<file path="src/rtl/i2s_tx.sv">
// Mono I2S serializer for the CS4344: one sample per 2048-clk frame, sent on both halves, MSB 32 clk after load.
// Single-entry pending buffer; sample_ready drops once it is full and rises again on the next frame load.
module i2s_tx #(
  parameter int DATA_W = 16
) (
  input  logic              clk,
  input  logic              rst_n,
  input  logic [DATA_W-1:0] sample,
  input  logic              sample_valid,
  output logic              sample_ready,
  output logic              sample_tick,
  output logic              underrun,
  output logic              mclk,
  output logic              lrck,
  output logic              sclk,
  output logic              sdata
);

  localparam logic [4:0] DW5 = 5'(DATA_W);

  logic [10:0]       cnt;
  logic [10:0]       cnt_nxt;
  logic [DATA_W-1:0] word;
  logic [DATA_W-1:0] pend;
  logic              pend_full;
  logic              frame_load;
  logic              accept;
  logic [4:0]        slot;
  logic [4:0]        bit_idx;
  logic              bit_on;
  logic              wbit;

  assign cnt_nxt      = cnt + 11'd1;
  assign frame_load   = (cnt == 11'd2047);
  assign sample_ready = !pend_full;
  assign accept       = sample_valid && !pend_full;

  // Outputs are registered from the upcoming count so they line up with cnt itself.
  assign slot    = cnt_nxt[9:5];
  assign bit_on  = (slot != 5'd0) && (slot <= DW5);
  assign bit_idx = DW5 - slot;

  always_comb begin
    wbit = 1'b0;
    for (int i = 0; i < DATA_W; i++) begin
      if (bit_idx == 5'(i)) wbit = word[i];
    end
  end

  always_ff @(posedge clk or negedge rst_n) begin
    if (!rst_n) begin
      cnt         <= '0;
      mclk        <= 1'b0;
      sclk        <= 1'b0;
      lrck        <= 1'b0;
      sdata       <= 1'b0;
      sample_tick <= 1'b0;
      underrun    <= 1'b0;
    end else begin
      cnt         <= cnt_nxt;
      mclk        <= cnt_nxt[1];
      sclk        <= cnt_nxt[4];
      lrck        <= cnt_nxt[10];
      sdata       <= bit_on & wbit;
      sample_tick <= frame_load;
      underrun    <= frame_load && !pend_full && !accept;
    end
  end

  // On a frame load an empty buffer lets a same-cycle sample bypass straight into word.
  always_ff @(posedge clk or negedge rst_n) begin
    if (!rst_n) begin
      word      <= '0;
      pend      <= '0;
      pend_full <= 1'b0;
    end else if (frame_load) begin
      pend_full <= 1'b0;
      if (pend_full) begin
        word <= pend;
      end else if (accept) begin
        word <= sample;
      end
    end else if (accept) begin
      pend      <= sample;
      pend_full <= 1'b1;
    end
  end

endmodule

</file>
<file path="config.mk">
export PLATFORM = sky130hd
export DESIGN_NAME = i2s_tx
export DESIGN_NICKNAME = d
export VERILOG_FILES = /design/src/rtl/i2s_tx.sv
export SDC_FILE = /design/constraint.sdc
export NUM_CORES = 1
export LEC_CHECK = 0
export BUFFER_PORTS_ARGS = -buffer_cell sky130_fd_sc_hd__buf_4
export CAP_MARGIN = 0
export CORE_ASPECT_RATIO = 0.75
export CORE_MARGIN = 10
export CORE_UTILIZATION = 46
export CTS_CLUSTER_DIAMETER = 50
export DETAILED_ROUTE_END_ITERATION = 6
export GPL_TIMING_DRIVEN = 0
export PLACE_DENSITY = 0.65
export RECOVER_POWER = 100
export SLEW_MARGIN = 20
export SYNTH_ARGS = -nofsm -noshare
export SYNTH_HDL_FRONTEND = slang
export SYNTH_SLANG_ARGS = --single-unit
</file>
<file path="constraint.sdc">
create_clock -name clk -period 2.75 [get_ports clk]
set_input_delay 0.4125 -clock clk [delete_from_list [all_inputs] [get_ports clk]]
set_output_delay 0.4125 -clock clk [all_outputs]
set_load 0.02 [all_outputs]
</file>
* Word-level counts from Yosys, hierarchy flattened
Cells that the tools add are included.
** Word-level totals
- Register bits after elaboration :: 50
- Bits of input ports :: 19
- Output and inout port bits :: 7
** Operators by class
- Add/sub/neg operators :: 2
- Magnitude comparators :: 1
- Equality and inequality tests :: 16
- Mux-type cells :: 20
- Bitwise gates (word level) :: 2
- Reductions and logical operators :: 12
** Operators with widths (count)
- $eq 5x4->1 const B :: 8
- $mux 16 :: 2
- $eq 5x3->1 const B :: 4
- $mux 1 :: 18
- $add 11x1->11 const B :: 1
- $eq 11x11->1 const B :: 1
- $eq 5x2->1 const B :: 2
- $eq 5x1->1 const B :: 1
- $le 5x5->1 const B :: 1
- $logic_not 5->1 :: 1
- $reduce_bool 5->1 :: 1
- $sub 5x5->5 const A :: 1
- $logic_and 1x1->1 :: 4
- $reduce_and 2->1 :: 2
- $reduce_bool 2->1 :: 2
- $logic_not 1->1 :: 2
- $and 1x1->1 :: 1
- $not 1->1 :: 1

* Depth between registers and ports, before layout
Gate-level depths: netlist of run 1.
- Depth after elaboration :: 20
- Gate-level depth with buffers :: 10
- Depth with buffers taken out :: 8

* Worst setup path before layout of run 1
OpenSTA, ideal clock, no wires.
- Path type :: register to register
- Start point :: register cnt[1]
- End point :: register pend[0]
- Setup time :: 0.125 ns
- Data arrival time :: 2.128 ns
- Data required time :: 2.625 ns
- Setup slack :: 0.497 ns
- Cell stages (with the launch flop) :: 11
- Path through :: dfrtp_1 -> ha_1 -> buf_2 -> nand3_1 -> nor2_1 -> nand4_1 -> or2_1 -> and3_1 -> buf_2 -> buf_4 -> mux2_2
** Between the ends
- Cells in the longest elaborated chain, start to end :: 3
** RTL lines
- start, declared :: RTL line 21 : logic [10:0] cnt;
- start signal, assigned :: RTL line 60 : cnt <= cnt_nxt;
- $eq 11x11->1 :: RTL line 34 : assign frame_load = (cnt == 11'd2047);
- $not 1->1 (no line)
- $reduce_and 2->1 (no line)
- end signal, assigned :: RTL line 84 : pend <= sample;
- end, declared :: RTL line 24 : logic [DATA_W-1:0] pend;
No other way between the ends.
A chain may end at the register's enable or synchronous reset.

* Final worst setup path of run 1
- Start point :: register cnt[1]
- End point :: register pend[6]
Same word-level chain as after synthesis.

==> out/metrics.yaml, run 1 <==
status: "finished, final reports clean"
wl_per_cell_um: 14.7
final-max-slew-violation-count: 0
grt_max_degree: 48
port-buffer-count: 25
cts_tree: "done"
grt_usage_pct: 11.4
ys_ff_latch: 47
clkLatencyLatePin_ns: 0.31
synth_top_family_by_area: "multiplexers"
synth_top_area_cell: "dfrtp_1"
pre_cts_ws_ns: 0.352
fin_tns_setup_ns: 0
dr.pass1.iters: 6
power_density_nw_per_um2: 530
synth_cell_type_count: 37
nNetsFinal: 252
die_w_um: 101
maxCapViolations: 0
drive_gt1_share_pct: 21.5
finalHoldViolations: 0
swShare_pct: 21.7
min_path_type: "input port to flop"
wl_mm: 4.27
drtIter0Drc: 50
required_ns: 2.94
synthCells: 200
synth_compound_area_share_pct: 8.93
ant_nets: 0
synth_warnings: 0
irDropWorstVdd_uv: 343
ctsLongestPathBuffers: 2
setup_viol: 0
ys_seq_area_share_pct: 52.1
power.internal_uw: 1080
core_area_um2: 4600
area_growth_syn_to_layout_pct: 15.0
cts_buffers: 5
antenna_cells: 0
h-tree-depth: 2
power.leakage_uw: 0.00130
ys.flop_type: "dfrtp_1"
synth_xor_area_share_pct: 5.44
clkSinkCount: 47
min_period_ns: 2.49
syn_area_um2: 2260
synth-adder-area-share_pct: 0.555
globalplace.congestion: 0.899
switchingPower_uw: 298
pwr-share-seq_pct: 54.2
min_period_over_period_pct: 90.5
synthSimpleGateAreaFrac_pct: 9.82
clk_pin_slew_ns: 0.09
grt_pass1_vias: 1562
yosysTopAreaCellShare_pct: 52.1
die_h_um: 80.6
antenna_found_initial: 0
criticalPathCategory: "flop to flop"
postCtsSetupBuffers: 0
rsz0062_at_grt: "no"
vias_per_cell: 5.32
drc: 0
syn_avg_cell_area_um2: 11.3
cp-start-kind: "flop"
synth_common_cells: "dfrtp_1, nor2_1, mux2i_1, a21oi_1, mux2_2"
initial_core_util_pct: 49.1
synth_edf_count: 0
power_frac_comb_pct: 6.8
layout_setup_ws_ns: 0.262
vias: 1543
cp.arrival_ns: 2.68
critPathMaxFanout: 10
cts_resized: 0
synthMuxAreaShare_pct: 18.7
row_count: 21
dieArea_um2: 8130
cts_root_buf: "clkbuf_8"
finClkSkew_ns: 0.00862
synth.most_common_cell: "dfrtp_1"
slew_headroom_pct: 24.7
worst_slew_pin_slew_ns: 1.13
overflow: 0
ios: 26
dp_hpwl_mm: 3.17
hold_buffers: 0
synth_area_leaders: "dfrtp_1, mux2i_1, mux2_2"
synth_nets: 220
clkPwrFrac_pct: 39.0
crit_path_end_kind: "flop"
fmax_mhz: 402
grt_pass1_wl_mm: 7.40
async_flop_share_pct: 100
-- cell type report --
cell class	count	area, um2
fill	411	2000
sequential	47	1180
clock buffer	6	82.6
buffer	13	62.6
clock inverter	2	38.8
multi-input combinational	131	971
tap	57	71.3
timing repair buffer	25	159
inverter	9	33.8
-- worst max-delay path: stages (launching register included) --
cell	delay (ns)
dfrtp_1	0.39
ha_1	0.19
buf_2	0.17
nand3_1	0.14
nor2_1	0.06
nand4_1	0.12
or2_0	0.21
and3_1	0.17
clkbuf_1	0.31
buf_4	0.27
mux2_2	0.35
-- layout by cell type (no fill, tap or decap), drive strengths merged, types with 5 or more instances in the layout --
cell type	netlist	layout
dfrtp	47	47
nor2	24	24
mux2i	22	22
buf	8	22
clkbuf	5	22
a21oi	20	20
mux2	16	16
inv	9	10
nand2	6	6
xor2	6	6
xnor2	5	5
-- power by group through the flow --
stage               Clock, uW  Combinational, uW  Sequential, uW
global route              580                108             750
global placement            0               95.3             758
CTS                       550               96.9             745
detailed placement          0               96.4             759
floorplan                   0               49.4             755
finish                    537               92.9             745
-- registers in the layout (all words and copies together), names as in the netlist --
register / flops
word: 16
cnt: 11
sample_tick: 1
pend: 16
sdata: 1
pend_full: 1
underrun: 1
-- path summary, 6_finish.rpt --
kind / startpoint / end / slack [ns] / depth (start not counted)
max: cnt[1] / pend[6] / 0.26 / 10
min: sample_valid / underrun / 0.27 / 2
max reg2reg: cnt[1] / pend[6] / 0.26 / 10
min reg2reg: cnt[0] / cnt[0] / 0.44 / 1
max in group asynchronous: rst_n / pend_full / 1.75 / 1
min in group asynchronous: rst_n / pend[5] / 0.32 / 1
-- metrics by stage --
step / power (uW) / cell area [um2] / utilization [%] / cells / hold slack [ns]
detailed placement: 856 / 2510 / 54.7 / 282 / 0.436
global route: 1440 / 2590 / 56.4 / 290 / 0.276
finish: 1370 / 2590 / 56.4 / 290 / 0.270
floorplan: 804 / 2260 / - / 200 / 0.117
CTS: 1390 / 2640 / 57.3 / 290 / 0.117
global placement: 853 / 2510 / 54.7 / 282 / 0.429
-- layer usage --
layer / global-route usage, % / vias up / routed length [um]
met3: 4.88 / 5 / 286
met2: 16.6 / 33 / 1800
met1: 15.0 / 749 / 2130
li1: - / 756 / -
met4: 3.38 / 0 / 55
met5: 0 / - / 0
-- cells by family after synthesis --
| family | Yosys count |
|---|---|
| xor+xnor | 11 |
| mux | 39 |
| buf+inv | 22 |
| compound gates | 32 |
| flops | 47 |
| fa+ha+maj | 1 |
| simple gates | 48 |
Power figures use the tool's default switching activity.
==> inputs of run 2 (changes only) <==
GPL_TIMING_DRIVEN = 1   (was 0)
==> run 2 against run 1 <==
Clock skew grew 0.0016 ns. Clock power shrank 26%. Clock-buffer cell count grew 1. Core utilization shrank 2.2 points. Sequential power is essentially flat. Critical path depth shrank 3. Worst hold slack gained 0.019 ns. Register-to-register slack gained 0.04 ns. Critical path type unchanged. Largest power group unchanged. Highest routed layer unchanged.
==> out/metrics.yaml, run 2 (synthesis gave the netlist of run 1 again) <==
r2r_start: "cnt[2]"
area_growth_syn_to_layout_pct: 10.5
dieArea_um2: 8130  # unchanged
ctsLongestPathBuffers: 2  # unchanged
nNetsFinal: 241  # -4.4%
fmax_mhz: 408  # +1.4%
wl_per_cell_um: 15.2  # +2.9%
die_h_um: 80.6  # unchanged
power_density_nw_per_um2: 496  # -6.4%
cp.arrival_ns: 2.62  # -0.06 ns
crit_start: "cnt[2]"
whs_ns: 0.289  # +0.0195 ns
hp-start: "sample_valid"
setup_viol: 0  # unchanged
grt_pass1_wl_mm: 7.37  # -0.46%
ant_nets: 0  # unchanged
r2r_setup_slack_ns: 0.30  # +0.04 ns
cts_root_buf: "clkbuf_8"
port-buffer-count: 25  # unchanged
dp_hpwl_mm: 3.07  # -3.2%
maxCapViolations: 0  # unchanged
final_cell_mix: "dfrtp_1, nor2_1, mux2i_1, a21oi_1, buf_4"
antenna_found_initial: 0  # unchanged
die_w_um: 101  # unchanged
rsz0062_at_grt: "no"
clk_pin_slew_ns: 0.09  # about the same
n_fill_cell: 401  # -2.4%
row_count: 21  # unchanged
grt_max_degree: 48  # unchanged
drtIter0Drc: 111  # +120%
irDropWorstVdd_uv: 266  # -22%
min_period_ns: 2.45  # -0.0352 ns
core_area_um2: 4600  # unchanged
grt_usage_pct: 11.2  # -0.27 points
min_period_over_period_pct: 89.2  # -1.3 points
clkLatencyLatePin_ns: 0.30  # about the same
h-tree-depth: 2  # unchanged
cp-start-kind: "flop"
hold_path_end: "underrun"
layout_commonest_cell: "dfrtp_1"
holdPathStages: 2  # unchanged
cts_buffers: 5  # unchanged
crit_path_end_kind: "flop"
vias: 1503  # -2.6%
fin_tns_setup_ns: 0  # unchanged
cts_tree: "done"
wl_mm: 4.23  # -0.98%
drc: 0  # unchanged
reg.largest.list: "pend (16), word (16), cnt (11)"
reg2reg_depth: 7  # -3
power.leakage_uw: 0.00125  # -3.7%
final-max-slew-violation-count: 0  # unchanged
hold_buffers: 0  # unchanged
required_ns: 2.92  # -0.02 ns
slew_headroom_pct: 14.3  # -10 points
vias_per_cell: 5.39  # +1.2%
overflow: 0  # unchanged
min_path_type: "input port to flop"
clkSinkCount: 47  # unchanged
antenna_cells: 0  # unchanged
postCtsSetupBuffers: 0  # unchanged
finalHoldViolations: 0  # unchanged
ios: 26  # unchanged
initial_core_util_pct: 49.1  # unchanged
dr.pass1.iters: 4  # -2
globalplace.congestion: 0.812  # -9.7%
worst_slew_pin_slew_ns: 1.29  # +0.156 ns
grt_pass1_vias: 1593  # +2.0%
critPathMaxFanout: 6  # -4
criticalPathCategory: "flop to flop"
finClkSkew_ns: 0.0102  # +0.00159 ns
cts_resized: 0  # unchanged
status: "finished, final reports clean"
drive_gt1_share_pct: 20.7  # -0.74 points
reg2reg_to: "sdata"
-- run 2: worst max-delay path by stage --
| stage | to | slack (ns) |
|---|---|---|
| final | sdata | 0.30 |
| after global routing | sdata | 0.08 |
| after CTS | pend[0] | 0.28 |
| after detailed placement | pend[2] | 0.30 |
| after global placement | pend[6] | 0.40 |
| after floorplan | pend[0] | 0.50 |
-- run 2: final cells by class --
| type | count | area (um2) | area share, % |
|---|---|---|---|
| Multi-Input combinational cell | 131 | 957 | 38.4 |
| Clock buffer | 7 | 76.3 | 3.06 |
| Tap cell | 57 | 71.3 | 2.86 |
| Sequential cell | 47 | 1180 | 47.2 |
| Timing Repair Buffer | 27 | 174 | 6.97 |
| Clock inverter | 1 | 5.00 | 0.201 |
| Inverter | 9 | 33.8 | 1.35 |
-- run 2: power by group --
part	internal, uW	total [uW]	switching (uW)
Sequential	727	746	19.2
Combinational	50.6	93.2	42.6
Clock	179	397	218
Total	956	1240	280
-- run 2: metal layers --
layer  up-vias  share of wire [%]  wire length (um)  global-route usage (%)
met5         -                  0                 0                       0
met2        34                 47              1980                    17.7
met1       735                 47              1990                    13.7
met4         0                1.0                44                    4.23
met3         5                5.0               212                    3.76
li1        729                  -                 -                       -
-- run 2: metrics by stage --
stage / setup WS [ns] / power, uW / util, % / instance area (um2) / cells
floorplan: 0.497 / 804 / - / 2260 / 200
global placement: 0.401 / 851 / 53.7 / 2470 / 271
detailed placement: 0.300 / 857 / 53.7 / 2470 / 271
CTS: 0.282 / 1260 / 55.4 / 2550 / 279
global route: 0.0839 / 1300 / 54.2 / 2490 / 279
finish: 0.297 / 1240 / 54.2 / 2490 / 279
-- run 2: critical path: stages (launching register included) --
cell      delay [ns]
dfrtp_1         0.42
and3_1          0.28
and2_4          0.19
xor2_1          0.45
mux4_2          0.58
a21oi_1         0.17
nand4b_1        0.15
a221oi_2        0.08
==> inputs of run 3 (changes only) <==
ABC_AREA = 1   (was default)
PLACE_DENSITY = default   (was 0.65)
==> run 3 against run 2 <==
Clock power rose by 7.3%. Synthesized cell count rose by 49%. Register-to-register slack improved by 0.17 ns. Power rose by 0.20%. Largest power group unchanged. Highest routed layer unchanged.
==> out/metrics.yaml, run 3 <==
h-tree-depth: 2  # unchanged
worst_slew_pin_slew_ns: 1.18  # -0.108 ns
reg2reg_depth: 8  # +1
cp-endpoint: "pend[3]"
maxCapViolations: 0  # unchanged
dp_hpwl_mm: 3.46  # +13%
grt_usage_pct: 11.5  # +0.33 points
wl_per_cell_um: 12.1  # -20%
power_density_nw_per_um2: 461  # -7.0%
grt_max_degree: 48  # unchanged
cts_resized: 0  # unchanged
hold_buffers: 0  # unchanged
fmax_mhz: 437  # +7.3%
ios: 26  # unchanged
reg2reg_to: "pend[3]"
area_growth_syn_to_layout_pct: 8.05
overflow: 0  # unchanged
synth_area_leaders: "dfrtp_1, nand2_1, o21ai_0"
dieArea_um2: 8780  # +7.9%
syn_avg_cell_area_um2: 8.37  # -26%
crit_start: "cnt[0]"
syn_area_um2: 2490  # +10%
setup_viol: 0  # unchanged
globalplace.congestion: 0.780  # -3.9%
grt_pass1_wl_mm: 8.43  # +14%
required_ns: 2.92  # about the same
final-max-slew-violation-count: 0  # unchanged
post-place-cells: 390  # +44%
dpl-instance-area_um2: 2720  # +10%
stdcell_count: 398  # +43%
clkLatencyLatePin_ns: 0.30  # about the same
status: "finished, final reports clean"
fin_util_pct: 50.7  # -3.5 points
antenna_found_initial: 0  # unchanged
min_period_ns: 2.29  # -0.167 ns
wl_mm: 4.81  # +14%
antenna_cells: 0  # unchanged
synth_nets: 317  # +44%
grt_pass1_vias: 1800  # +13%
r2r_start: "cnt[0]"
synth_cell_type_count: 30  # -19%
cts_buffers: 5  # unchanged
ant_nets: 0  # unchanged
die_h_um: 83.7  # +3.7%
synth_top_area_cell: "dfrtp_1"
cts_root_buf: "clkbuf_8"
core_area_um2: 5300  # +15%
postLayoutCellArea_um2: 2690  # +7.7%
r2r_setup_slack_ns: 0.46  # +0.17 ns
cp.arrival_ns: 2.46  # -0.16 ns
port-buffer-count: 25  # unchanged
min_path_type: "input port to async pin"
die_w_um: 105  # +4.0%
synthCells: 297  # +49%
synth_edf_count: 0  # unchanged
dr.pass1.iters: 4  # unchanged
cts_tree: "done"
vias_per_cell: 4.65  # -14%
critPathMaxFanout: 32  # +26
vias: 1849  # +23%
cp-start-kind: "flop"
slew_headroom_pct: 21.5  # +7.2 points
row_count: 23  # +9.5%
min_period_over_period_pct: 83.1  # -6.1 points
ctsLongestPathBuffers: 2  # unchanged
initial_core_util_pct: 47.0  # -2.1 points
fin_tns_setup_ns: 0  # unchanged
irDropWorstVdd_uv: 261  # -1.9%
postCtsSetupBuffers: 0  # unchanged
crit_path_end_kind: "flop"
drtIter0Drc: 73  # -34%
synth.most_common_cell: "nand2_1"
finClkSkew_ns: 0.00953  # -0.000680 ns
yosysTopAreaCellShare_pct: 47.3  # -4.8 points
rsz0062_at_grt: "no"
drive_gt1_share_pct: 14.9  # -5.9 points
criticalPathCategory: "flop to flop"
regArea_um2: 1180  # unchanged
synth_common_cells: "nand2_1, dfrtp_1, inv_1, o21ai_0, o21ai_2"
ys_seq_area_share_pct: 47.3  # -4.8 points
clk_pin_slew_ns: 0.09  # about the same
ys.flop_type: "dfrtp_1"
finalHoldViolations: 0  # unchanged
drc: 0  # unchanged
multiInputGateArea_um2: 1000  # +4.4%
final_cell_mix: "nand2_1, o21ai_0, dfrtp_1, inv_1, buf_4"
n_fill_cell: 587  # +46%
clkSinkCount: 47  # unchanged
ys_ff_latch: 47  # unchanged
async_flop_share_pct: 100  # unchanged
nNetsFinal: 342  # +42%
power.leakage_uw: 0.00129  # +2.8%
reg.largest.list: "pend (16), word (16), cnt (11)"
layout_commonest_cell: "nand2_1"
synth_warnings: 0  # unchanged
run 3: cell count changes after synthesis, moves of 16 or more:
| cell | before | now |
|---|---|---|
| nand2_1 | 6 | 94 |
| nor2_1 | 24 | 8 |
| a21oi_1 | 20 | 0 |
| o21ai_0 | 0 | 30 |
| mux2_2 | 16 | 0 |
| inv_1 | 9 | 37 |
| mux2i_1 | 22 | 0 |
run 3: cells by family (layout without fill, tap and decap cells):
kind of cell,after synthesis,in the layout,share of synthesized area [%]
adders and majority gates,1,1,0.503
DFF,47,47,47.3
xor gates and xnor gates,6,6,2.11
and+or+nand+nor,138,138,27.6
buffers and inverters,50,76,8.51
AOI/OAI and AO/OA,55,55,13.9
run 3: layer usage:
layer / global-route usage (%) / routed length (um)
met4: 3.36 / 39
met2: 16.1 / 1890
met3: 3.63 / 198
met5: 0 / 0
met1: 16.3 / 2680
run 3: final cells by class:
cell class | count | area share (%)
sequential | 47 | 43.8
clock buffer | 6 | 2.70
timing repair buffer | 26 | 6.33
inverter | 42 | 5.87
multi-input combinational | 200 | 37.2
tap | 75 | 3.49
clock inverter | 2 | 0.605
run 3: per-stage QoR:
stage / total power (uW) / setup slack, ns / hold slack [ns]
6_report: 1240 / 0.464 / 0.328
5_1_grt: 1300 / 0.236 / 0.380
4_1_cts: 1260 / 0.633 / 0.137
3_5_place_dp: 834 / 0.658 / 0.466
3_3_place_gp: 832 / 0.741 / 0.460
2_1_floorplan: 786 / 0.850 / 0.117
run 3: critical path, stage by stage (launching register included):
cell and delay [ns]:
dfrtp_1 0.40, ha_1 0.23, nand3_1 0.18, nor2_1 0.31, nand4_1 0.26, nor2_4 0.16, inv_2 0.09, nand3_2 0.38
o21ai_0 0.15
run 3: power breakdown:
group / total [uW] / leakage (uW) / internal (uW) / switching, uW
Sequential: 733 / 0.000611 / 719 / 13.5
Combinational: 79.5 / 0.000634 / 34.6 / 44.9
Clock: 426 / 0.0000418 / 183 / 243
Total: 1240 / 0.00129 / 937 / 302
run 3: worst min path at each step:
stage | end | depth (start not counted)
final | cnt[4] | 1
after global routing | pend[7] | 3
after CTS | pend[4] | 1
after detailed placement | cnt[4] | 1
after global placement | pend[9] | 2
after floorplan | cnt[0] | 0
